$ cat src/rtl/calc_core_p.sv
// calc_core_p: digit-by-digit operand entry for the push-button calculator,
// sequential BCD-to-binary conversion, and add / subtract / shift-add multiply
// with a saturating signed-magnitude result. Every output comes from a flop.
//
// state | meaning
// ENT_A | editing operand A digit by digit
// OPSEL | choosing the operation (ADD, SUB, MUL)
// ENT_B | editing operand B digit by digit
// CONV  | converting A and B to binary, most significant digit first
// EXEC  | running the selected operation
// SHOW  | holding the result until Enter starts a new calculation
module calc_core_p #(
  parameter int DIGITS = 4,
  parameter int W      = 14
) (
  input  logic                  clk,
  input  logic                  clr,
  input  logic                  U,
  input  logic                  LU,
  input  logic                  Enter,
  output logic [4*DIGITS-1:0]   disp_bcd,
  output logic [DIGITS-1:0]     blink,
  output logic [W-1:0]          result,
  output logic                  neg,
  output logic                  ovf,
  output logic                  busy,
  output logic                  done,
  output logic [2:0]            phase
);

  function automatic longint unsigned pow10(input int n);
    longint unsigned p;
    p = 1;
    for (int i = 0; i < n; i++) p = p * 10;
    return p;
  endfunction

  localparam longint unsigned  MAXV      = pow10(DIGITS) - 1;
  localparam logic [2*W-1:0]   MAXV_R    = (2*W)'(MAXV);
  localparam logic [W-1:0]     MAXV_W    = W'(MAXV);
  localparam int               CUR_W     = (DIGITS > 1) ? $clog2(DIGITS) : 1;
  localparam int               CNT_W     = (W > 1) ? $clog2(W) : 1;
  localparam logic [CUR_W-1:0] CUR_MAX   = CUR_W'(DIGITS - 1);
  localparam logic [CNT_W-1:0] CNT_MAX   = CNT_W'(W - 1);
  localparam logic [DIGITS-1:0] BLINK_RST = DIGITS'(1) << (DIGITS - 1);

  typedef enum logic [2:0] {
    ENT_A = 3'd0,
    OPSEL = 3'd1,
    ENT_B = 3'd2,
    CONV  = 3'd3,
    EXEC  = 3'd4,
    SHOW  = 3'd5
  } state_t;

  typedef enum logic [1:0] {
    OP_ADD = 2'd0,
    OP_SUB = 2'd1,
    OP_MUL = 2'd2
  } op_t;

  state_t                   state_q, state_d;
  op_t                      op_q, op_d;
  logic [DIGITS-1:0][3:0]   a_dig_q, a_dig_d;
  logic [DIGITS-1:0][3:0]   b_dig_q, b_dig_d;
  logic [CUR_W-1:0]         cursor_q, cursor_d;
  logic [W-1:0]             a_bin_q, a_bin_d;
  logic [W-1:0]             b_bin_q, b_bin_d;
  logic [2*W-1:0]           mcand_q, mcand_d;
  logic [2*W-1:0]           acc_q, acc_d;
  logic [CNT_W-1:0]         cnt_q, cnt_d;
  logic [4*DIGITS-1:0]      disp_q, disp_d;
  logic [DIGITS-1:0]        blink_q, blink_d;
  logic [W-1:0]             result_q, result_d;
  logic                     neg_q, neg_d;
  logic                     ovf_q, ovf_d;
  logic                     busy_q, busy_d;
  logic                     done_q, done_d;

  logic [W-1:0]             a_next, b_next;
  logic [2*W-1:0]           acc_n;
  logic [2*W-1:0]           r;
  logic                     r_valid;
  logic                     r_neg;

  // Next-state logic for the sequencer, datapath and output registers.
  always_comb begin
    state_d  = state_q;
    op_d     = op_q;
    a_dig_d  = a_dig_q;
    b_dig_d  = b_dig_q;
    cursor_d = cursor_q;
    a_bin_d  = a_bin_q;
    b_bin_d  = b_bin_q;
    mcand_d  = mcand_q;
    acc_d    = acc_q;
    cnt_d    = cnt_q;
    result_d = result_q;
    neg_d    = neg_q;
    ovf_d    = ovf_q;
    a_next   = (a_bin_q << 3) + (a_bin_q << 1) + W'(a_dig_q[cursor_q]);
    b_next   = (b_bin_q << 3) + (b_bin_q << 1) + W'(b_dig_q[cursor_q]);
    acc_n    = acc_q + (b_bin_q[0] ? mcand_q : '0);
    r        = '0;
    r_valid  = 1'b0;
    r_neg    = 1'b0;

    case (state_q)
      ENT_A, ENT_B: begin
        if (Enter) begin
          if (state_q == ENT_A) begin
            state_d = OPSEL;
          end else begin
            state_d  = CONV;
            cursor_d = CUR_MAX;
            a_bin_d  = '0;
            b_bin_d  = '0;
          end
        end else if (LU) begin
          cursor_d = (cursor_q == '0) ? CUR_MAX : cursor_q - CUR_W'(1);
        end else if (U) begin
          if (state_q == ENT_A)
            a_dig_d[cursor_q] = (a_dig_q[cursor_q] >= 4'd9) ? 4'd0 : a_dig_q[cursor_q] + 4'd1;
          else
            b_dig_d[cursor_q] = (b_dig_q[cursor_q] >= 4'd9) ? 4'd0 : b_dig_q[cursor_q] + 4'd1;
        end
      end

      OPSEL: begin
        if (Enter) begin
          state_d  = ENT_B;
          b_dig_d  = '0;
          cursor_d = CUR_MAX;
        end else if (LU) begin
          op_d = op_q;
        end else if (U) begin
          op_d = (op_q == OP_MUL) ? OP_ADD : op_t'(op_q + 2'd1);
        end
      end

      // The cursor doubles as the digit index while converting.
      CONV: begin
        a_bin_d = a_next;
        b_bin_d = b_next;
        if (cursor_q == '0) begin
          state_d = EXEC;
          mcand_d = {{W{1'b0}}, a_next};
          acc_d   = '0;
          cnt_d   = CNT_MAX;
        end else begin
          cursor_d = cursor_q - CUR_W'(1);
        end
      end

      EXEC: begin
        case (op_q)
          OP_ADD: begin
            r       = {{(W-1){1'b0}}, ({1'b0, a_bin_q} + {1'b0, b_bin_q})};
            r_valid = 1'b1;
          end
          OP_SUB: begin
            if (a_bin_q >= b_bin_q) begin
              r = {{W{1'b0}}, a_bin_q - b_bin_q};
            end else begin
              r     = {{W{1'b0}}, b_bin_q - a_bin_q};
              r_neg = 1'b1;
            end
            r_valid = 1'b1;
          end
          OP_MUL: begin
            acc_d   = acc_n;
            mcand_d = mcand_q << 1;
            b_bin_d = b_bin_q >> 1;
            if (cnt_q == '0) begin
              r       = acc_n;
              r_valid = 1'b1;
            end else begin
              cnt_d = cnt_q - CNT_W'(1);
            end
          end
          default: r_valid = 1'b1;
        endcase

        if (r_valid) begin
          state_d = SHOW;
          neg_d   = r_neg;
          if (r > MAXV_R) begin
            ovf_d    = 1'b1;
            result_d = MAXV_W;
          end else begin
            ovf_d    = 1'b0;
            result_d = r[W-1:0];
          end
        end
      end

      SHOW: begin
        if (Enter) begin
          state_d  = ENT_A;
          a_dig_d  = '0;
          b_dig_d  = '0;
          cursor_d = CUR_MAX;
          op_d     = OP_ADD;
          result_d = '0;
          neg_d    = 1'b0;
          ovf_d    = 1'b0;
        end
      end

      default: state_d = ENT_A;
    endcase

    busy_d = (state_d == CONV) || (state_d == EXEC);
    done_d = (state_d == SHOW) && (state_q != SHOW);

    disp_d  = '0;
    blink_d = '0;
    case (state_d)
      ENT_A: begin
        disp_d            = a_dig_d;
        blink_d[cursor_d] = 1'b1;
      end
      ENT_B: begin
        disp_d            = b_dig_d;
        blink_d[cursor_d] = 1'b1;
      end
      OPSEL: begin
        disp_d[3:0] = {2'b00, op_d};
        blink_d     = '1;
      end
      default: begin
        disp_d  = '0;
        blink_d = '0;
      end
    endcase
  end

  // State and output registers with synchronous clear.
  always_ff @(posedge clk) begin
    if (clr) begin
      state_q  <= ENT_A;
      op_q     <= OP_ADD;
      a_dig_q  <= '0;
      b_dig_q  <= '0;
      cursor_q <= CUR_MAX;
      a_bin_q  <= '0;
      b_bin_q  <= '0;
      mcand_q  <= '0;
      acc_q    <= '0;
      cnt_q    <= '0;
      disp_q   <= '0;
      blink_q  <= BLINK_RST;
      result_q <= '0;
      neg_q    <= 1'b0;
      ovf_q    <= 1'b0;
      busy_q   <= 1'b0;
      done_q   <= 1'b0;
    end else begin
      state_q  <= state_d;
      op_q     <= op_d;
      a_dig_q  <= a_dig_d;
      b_dig_q  <= b_dig_d;
      cursor_q <= cursor_d;
      a_bin_q  <= a_bin_d;
      b_bin_q  <= b_bin_d;
      mcand_q  <= mcand_d;
      acc_q    <= acc_d;
      cnt_q    <= cnt_d;
      disp_q   <= disp_d;
      blink_q  <= blink_d;
      result_q <= result_d;
      neg_q    <= neg_d;
      ovf_q    <= ovf_d;
      busy_q   <= busy_d;
      done_q   <= done_d;
    end
  end

  assign disp_bcd = disp_q;
  assign blink    = blink_q;
  assign result   = result_q;
  assign neg      = neg_q;
  assign ovf      = ovf_q;
  assign busy     = busy_q;
  assign done     = done_q;
  assign phase    = state_q;

endmodule

$ cat config.mk
export PLATFORM = sky130hd
export DESIGN_NAME = calc_core_p
export DESIGN_NICKNAME = d
export VERILOG_FILES = /design/src/rtl/calc_core_p.sv
export SDC_FILE = /design/constraint.sdc
export NUM_CORES = 1
export LEC_CHECK = 0
export BUFFER_PORTS_ARGS = -buffer_cell sky130_fd_sc_hd__buf_2
export CAP_MARGIN = 15
export CORE_MARGIN = 2
export CORE_UTILIZATION = 55
export DETAILED_ROUTE_END_ITERATION = 6
export PLACE_DENSITY_LB_ADDON = 0.08
export RECOVER_POWER = 25
export SLEW_MARGIN = 0
export SYNTH_ARGS = -nofsm -noshare
export SYNTH_HDL_FRONTEND = slang
export SYNTH_SLANG_ARGS = --single-unit
$ cat constraint.sdc
create_clock -name clk -period 12.2 [get_ports clk]
set_clock_uncertainty 0.1 [all_clocks]
set_input_delay 2.44 -clock clk [delete_from_list [all_inputs] [get_ports clk]]
set_output_delay 2.44 -clock clk [all_outputs]
set_load 0.02 [all_outputs]
### Yosys cells after proc, flatten, opt, wreduce, memory -nomap -nowiden

Index checks and enable logic that the tools add are counted.
Widths: inputs -> output; s select.

| storage, ports and cells | value |
|---|---|
| bits in registers | 165 |
| latch bits | 0 |
| bits in writable memories | 0 |
| ROM bits | 0 |
| input bits | 5 |
| output and inout port bits | 41 |
| word-level logic and storage cells | 167 |
| memories | 0 |

| operators by class | value |
|---|---|
| add/sub/neg operators | 13 |
| multiply operators | 0 |
| divide/modulo/power cells | 0 |
| order comparisons | 8 |
| equal/unequal tests | 20 |
| shift operators | 0 |
| multiplexer cells | 82 |
| bitwise logic cells | 0 |
| reduce and logical (&&, ||, !) cells | 21 |

Operator list:

| kind | count |
|---|---|
| $mux 28 | 7 |
| $mux 16 | 10 |
| $pmux 28 s2 | 2 |
| $mux 14 | 7 |
| $pmux 28 s3 | 1 |
| $pmux 16 s2 | 2 |
| $pmux 14 s2 | 2 |
| $pmux 14 s3 | 1 |
| $bwmux 16 | 2 |
| $mux 4 | 8 |
| $add 14x14->14 | 2 |
| $add 14x4->14 | 2 |
| $add 28x28->28 | 1 |
| $gt 28x14->1 const B | 1 |
| $sub 14x14->14 | 2 |
| $mux 2 | 12 |
| $pmux 12 s2 | 1 |
| $bmux 4 s2 | 2 |
| $pmux 4 s2 | 2 |
| $add 14x14->15 | 1 |
| $mux 3 | 5 |
| $pmux 3 s5 | 1 |
| $ge 14x14->1 | 1 |
| $ne 2x2->1 const B | 7 |
| 30 further kinds | 62 |

### Longest topological paths before layout

Gate-level depths: netlist (run 1).

| depth | value |
|---|---|
| depth after elaboration | 11 |
| depth in mapped cells | 17 |
| gate-level depth less buffers | 16 |

### Worst setup path before layout (run 1)

Ideal clock, no wire load.

| timing path | value |
|---|---|
| kind | input to register |
| start | input LU |
| end | register disp_q[1] (netlist: disp_bcd[1]) |
| setup time | 115 ps |
| arrival time | 3945 ps |
| required time | 11985 ps |
| slack | 8040 ps |
| stages | 7 |
| buffers on the path | 0 |
| cell sequence | nor2_1 > nand2_1 > nor4b_1 > nand2_1 > a31oi_1 > o22ai_1 > o21a_1 |

| on the way | value |
|---|---|
| longest elaborated chain between the ends | 4 |
| elaborated cells between the ends (all ways) | 10 |
| classes of those cells | mux: 10 |

Ends and longest elaborated chain:

| element | RTL line | text |
|---|---|---|
| from (decl) | 19 | `input logic LU,` |
| $mux 2 or $mux 16 (tied branches) | 134, 119 |  |
| $mux 2 or $mux 16 (tied branches) | 130, 110 |  |
| $pmux 2 s2 or $pmux 16 s2 (tied branches) | 108 | `case (state_q)` |
| $pmux 4 s3 (*) | 218 | `case (state_d)` |
| to (signal assigned) | 269 | `disp_q <= disp_d;` |
| to (decl) | 72 | `logic [4*DIGITS-1:0] disp_q, disp_d;` |

Mark *: on every way between the ends. The rest lies on a longest branch, timed or not.
A chain may end at the register's enable or synchronous reset.

==> metrics.txt, run 1 <==
status complete, but fails checks; failing checks capacitance limit, slew limit; layout cell share with drive strength beyond 1 under 10%; Synth Instances 1520; Via density ~6.1; Routed WL per cell approximately 18 um; Multi-input gate area about 0.0078 mm2; vias in the first global route between 10000 and 15000; Distinct cells, synth 74; total CTS buffers 17; DRC 0; top post-synthesis cells by area dfxtp_1 28%, ha_1 13%, nor2_1 5.9%; YS warnings 0; post-DP HPWL roughly 25000 um; Slew HR -77.2%; cells along the critical path clkbuf_1 > inv_1 > clkbuf_1 > nand2b_1 > inv_1 > a32o_1; Leak ~5.3 nW; Synth Register Bits 165; Total Neg Setup Slack 0 ns; Die Area around 0.023 mm2; CP max FO 57; CTS tree done; Worst-Margin Slew between 2 and 3 ns; cell family with most CP delay buffers and inverters; die height around 150 um; io pins 46; Crit path required time approximately 12 ns; IO Port Bufs 45; synthesized net count ~1700; FILL cells 1963; CP startpoint kind input pin; worst hold path type register to register; number of routed nets with antenna violations 0; Synth top area share between 20% and 30%; fin crit share 48.6%; synthesized area 0.0118 mm2; global route overflow 0; Tmin final between 5 and 6 ns; Vias approximately 11000; Slowest cell on crit path clkbuf_1; post-CTS resize count 0; Hold Fails Final Rpt 0; Syn-to-layout area delta 7.98%; gpl congestion roughly 0.95; initial DRC count around 1100; fin. max-slew vios between 80 and 90; fmax 0.168 GHz; Die Wd around 150 um; area taken by flip-flops and latches about 0.0033 mm2; gr usage total a little under 30%; Clock transition at path regs 0.08 ns; power density over the cells around 100 mW/mm2; CTS H-Tree Depth 4; Core Util, Final between 60% and 70%; initial core utilization around 56%; WS Path Type input pin to register; area of the core 0.0211 mm2; Post-synth EDFFs 0; commonest non-fill, non-tap cell in the layout nor2_1; # hold bufs at CTS 0; antenna violations before repair 0; # rows 53; area leader, netlist dfxtp_1; Crit. End Element register; fin nets between 1500 and 2000; CP max stage delay approximately 1.9 ns; most frequent cells in the layout 186 x nor2_1, 165 x dfxtp_1, 163 x nand2_1; clk_lat worst skew 0.45 ns; pin count of the biggest net entering global routing 70; Critical Path AT between 6 and 7 ns; clk buf depth 2; RSZ-0062 raised after global routing no; share of synthesized area occupied by flip-flops and latches between 20 and 30%; clock root buffer clkbuf_16; Bufs and invs on worst path 4; Post-synth ARST share 0%; Routed WL 33400 um; Top FF cell, synth dfxtp_1; # clock sinks approximately 170; drt first pass iters 6; post-route non-filler standard cell count 1805; post-CTS setup buffers 0; max-cap violations 2; antenna cells 0; first-pass GRT wire length between 50000 and 60000 um; placed insts approximately 1800; Peak supply drop about 0.084 mV; number of setup violations in the final report 0; mean post-synth cell area 7.79 um2
-- cell families (layout without fill, tap and decap cells) --
| kind of cell | count (synthesis) | in the layout | share of synthesized area (%) |
|---|---|---|---|
| AND/OR/NAND/NOR | 512 | 512 | 19.3 |
| AO/OA/AOI/OAI | 447 | 447 | 25.2 |
| buffers and inverters | 183 | 193 | 6.17 |
| flip-flops | 165 | 165 | 27.9 |
| adder cells (fa/ha/maj) | 131 | 131 | 14.4 |
| XOR/XNOR | 69 | 69 | 5.11 |
| multiplexers | 13 | 13 | 1.95 |
-- per-layer routing --
| metal | vias to the layer above | wire [um] | track usage, % |
|---|---|---|---|
| met3 | 36 | 1660 | 4.12 |
| li1 | 5415 | - | - |
| met4 | 0 | 461 | 7.43 |
| met1 | 5276 | 16200 | 43.2 |
| met5 | - | 0 | 0 |
| met2 | 324 | 15100 | 46.4 |
-- sequential cells by signal, indices dropped and copies added, names as in the netlist --
name and cells:
blink 4, cnt_q 4, acc_q 28, a_dig_q 16, b_dig_q 16, disp_bcd 16, result 14, mcand_q 28
busy 1, op_q 2, neg 1, ovf 1, phase 3, a_bin_q 14, b_bin_q 14, done 1
cursor_q 2
-- stage by stage --
step                      hold WS, ns  setup WS, ns  power (mW)  cell area, um2
after floorplan                 0.341          8.04       0.678           11800
after global placement          0.337          7.52       0.712           12200
after detailed placement        0.342          7.39       0.713           12200
after CTS                       0.353          7.36        1.28           12800
after global routing            0.374          5.96        1.32           12800
final                           0.350          6.27        1.28           12800
-- cell type report --
class,instances,share of cell area [%]
flip-flops and latches,165,25.8
inverters,102,3.00
repair buffers,59,2.23
clock buffers,17,3.33
clock inverters,15,1.69
multi-input cells,1172,61.2
well taps,275,2.69
-- cell usage after synthesis (20+ instances only) --
cell and count:
a21oi_1 101, clkbuf_1 65, ha_1 123, dfxtp_1 165, nor3_1 23, nand3_1 33, inv_1 102, a211oi_1 20
nand2_1 163, o21ai_0 81, nor2_1 187, xor2_1 23, xnor2_1 46, a22oi_1 58, a31oi_1 34, and2_1 37
-- path summary, 6_finish.rpt --
path	slack, ns	endpoint	startpoint	cells after the start
worst max-delay path	6.27	result[12]	clr	6
worst min-delay path	0.35	ovf	ovf	2
worst min register to register	0.35	ovf	ovf	2
worst max register to register	7.27	result[1]	b_bin_q[0]	14
-- power breakdown --
part / total, mW / internal [mW] / switching (mW)
Sequential: 0.555 / 0.544 / 0.0105
Combinational: 0.150 / 0.0511 / 0.0986
Clock: 0.575 / 0.287 / 0.289
Total: 1.28 / 0.882 / 0.398
-- worst register-to-register path, stage by stage, from the launching register on --
cell and delay (ns):
dfxtp_1 0.97, ha_1 0.35, inv_1 0.07, fa_1 0.37, a21o_1 0.18, a31o_2 0.25
o21a_1 0.25, or4_1 0.54, o311ai_1 0.12, nand3_1 0.15, a311oi_1 0.29, o311ai_1 0.17
or3_1 0.35, a21oi_2 0.44, a221oi_1 0.16
Power figures use the tool's default switching activity.
==> run 2: changes to the inputs <==
- ABC_AREA: not set -> 1
- clock period: 12.2 -> 6.1 ns (I/O delays scaled with it)
==> run 2 against run 1 <==
  * The flow now finishes without violations
  * Sequential share of layout area is 2.4 points lower
  * Total power is 130% higher
  * Non-clock buffer count is 4 lower
  * Register-to-register slack worse by 5.3 ns
  * Wire length is 17% higher
  * Critical path type is now register to register
  * Largest cell class unchanged
==> metrics.txt, run 2 <==
layout cell share with drive strength beyond 1 3.98% (-1.7 points); clock root buffer clkbuf_16; Crit. End Element register; drt first pass iters 6 (unchanged); # hold bufs at CTS 0 (unchanged); Tot Pwr 2.92 mW (+130%); IO Port Bufs 45 (unchanged); initial DRC count 1267 (+15%); # clock sinks 165 (unchanged); DRC 0 (unchanged); Syn-to-layout area delta 7.34%; top post-synthesis cells by area dfxtp_1 25%, nand2_1 15%, ha_1 12%; antenna cells 0 (unchanged); top cells by count, synth 521 x nand2_1, 313 x inv_1, 218 x a21oi_1; YS warnings 0 (unchanged); initial core utilization 56.0% (-0.16 points); area leader, netlist dfxtp_1; antenna violations before repair 0 (unchanged); fin nets 2185 (+32%); Post-synth ARST share 0% (unchanged); Tmin final ~4.1 ns; number of setup violations in the final report 0 (unchanged); CTS H-Tree Depth 4 (unchanged); most frequent cell after synthesis nand2_1; RSZ-0062 raised after global routing no; Clock transition at path regs 0.08 ns (about the same); global route overflow 0 (unchanged); total CTS buffers 17 (unchanged); Synth top area share 25.2% (-2.7 points); clk_lat worst skew 0.45 ns (about the same); CTS tree done; Hold WS 0.366 ns (+0.0160 ns); Routed WL per cell 16.5 um (-11%); WS Path Type register to register; Total Neg Setup Slack 0 ns (unchanged); Core Util, Final 60.1% (-0.53 points); Distinct cells, synth 53 (-28%); pin count of the biggest net entering global routing 87 (+24%); Top FF cell, synth dfxtp_1; Routed WL 39200 um (+17%); post-DP HPWL 30700 um (+25%); Worst-Margin Slew 1.07 ns (-1.59 ns); CP max FO 26 (-54%); synthesized net count 2178 (+32%); Crit path required time 6.30 ns (-6.14 ns); Post-synth EDFFs 0 (unchanged); max-cap violations 0 (-2); commonest non-fill, non-tap cell in the layout nand2_1; die height 158 um (+5.1%); fmax approximately 0.24 GHz; Slew HR 28.5% (+110 points); biggest regs acc_q (28), mcand_q (28); Synth Instances 2042 (+34%); Synth Register Bits 165 (unchanged); Peak supply drop 0.146 mV (+75%); post-CTS setup buffers 0 (unchanged); Vias 13231 (+20%); first-pass GRT wire length 62400 um (+17%); Leak 6.92 nW (+30%); Die Wd 158 um (+5.1%); synthesized area 0.0131 mm2 (+11%); worst hold path type register to register; gr usage total 31.7% (+2.0 points); fin. max-slew vios 0 (-100%); number of routed nets with antenna violations 0 (unchanged); area of the core 0.0234 mm2 (+11%); mean post-synth cell area 6.41 um2 (-18%); status finished clean; post-CTS resize count 0 (unchanged); clk buf depth 2 (unchanged); gpl congestion 1.01 (+6.3%); share of synthesized area occupied by flip-flops and latches 25.2% (-2.7 points); Die Area 0.0251 mm2 (+10%); Critical Path AT 4.33 ns (-1.84 ns); # rows 56 (+5.7%); most frequent cells in the layout 521 x nand2_1, 314 x inv_1, 219 x a21oi_1; fin crit share around two thirds; power density over the cells 208 mW/mm2 (+110%); CP startpoint kind register; Via density 5.56 (-9.2%); Hold Fails Final Rpt 0 (unchanged); io pins 46 (unchanged); vias in the first global route 12066 (+18%)
run 2: per-stage QoR:
step | setup WS (ns) | instance area (um2) | cells
5_1_grt | 1.55 | 14100 | 2381
6_report | 1.97 | 14100 | 2381
3_5_place_dp | 1.97 | 13500 | 2348
2_1_floorplan | 2.82 | 13100 | 2042
4_1_cts | 1.95 | 14100 | 2380
3_3_place_gp | 2.11 | 13500 | 2348
run 2: layout make-up:
type	count	area [um2]
Fill cell	2395	9340
Multi-Input combinational cell	1489	8260
Sequential cell	165	3300
Inverter	321	1210
Clock buffer	17	425
Tap cell	319	399
Timing Repair Buffer	55	254
Clock inverter	15	214
run 2: metal layers:
layer,GRT usage (%),routed length (um),part of all wire (%),vias to the layer above
li1,-,-,-,6678
met1,44.9,18000,46,5954
met2,49.0,16900,43,537
met3,5.96,3260,8.3,62
met4,9.14,1030,2.6,0
met5,0,0,0,-
run 2: worst paths after layout:
check / from / to / slack, ns / cells after the start
worst max-delay path: cursor_q[0] / mcand_q[12] / 1.97 / 18
worst min-delay path: result[6] / result[6] / 0.37 / 2
worst max register to register: cursor_q[0] / mcand_q[12] / 1.97 / 18
worst min register to register: result[6] / result[6] / 0.37 / 2
run 2: cell families after synthesis:
group           Yosys count  synth area share, %
simple gates            902                 29.4
compound gates          419                 18.2
xor+xnor                 37                 2.47
flops                   165                 25.2
fa+ha+maj               131                 13.0
buf+inv                 388                 11.7
run 2: power by group:
part,total [mW],switching [mW],internal (mW),leakage [nW]
sequential,1.13,0.0313,1.10,1.33
combinational,0.636,0.456,0.179,5.28
clock,1.15,0.557,0.598,0.308
total,2.92,1.04,1.88,6.92
run 2: critical path, cell delays in order, from the launching register on:
cell	delay, ns
dfxtp_1	0.81
inv_1	0.39
a21oi_1	0.21
o21ai_0	0.10
nand2_1	0.15
inv_1	0.06
ha_1	0.27
ha_1	0.17
inv_1	0.05
fa_1	0.40
o21ai_0	0.35
nand2_1	0.10
o211ai_1	0.14
a21o_1	0.15
a21oi_1	0.06
xor2_1	0.17
nand2_1	0.08
o211ai_1	0.11
a21oi_1	0.08
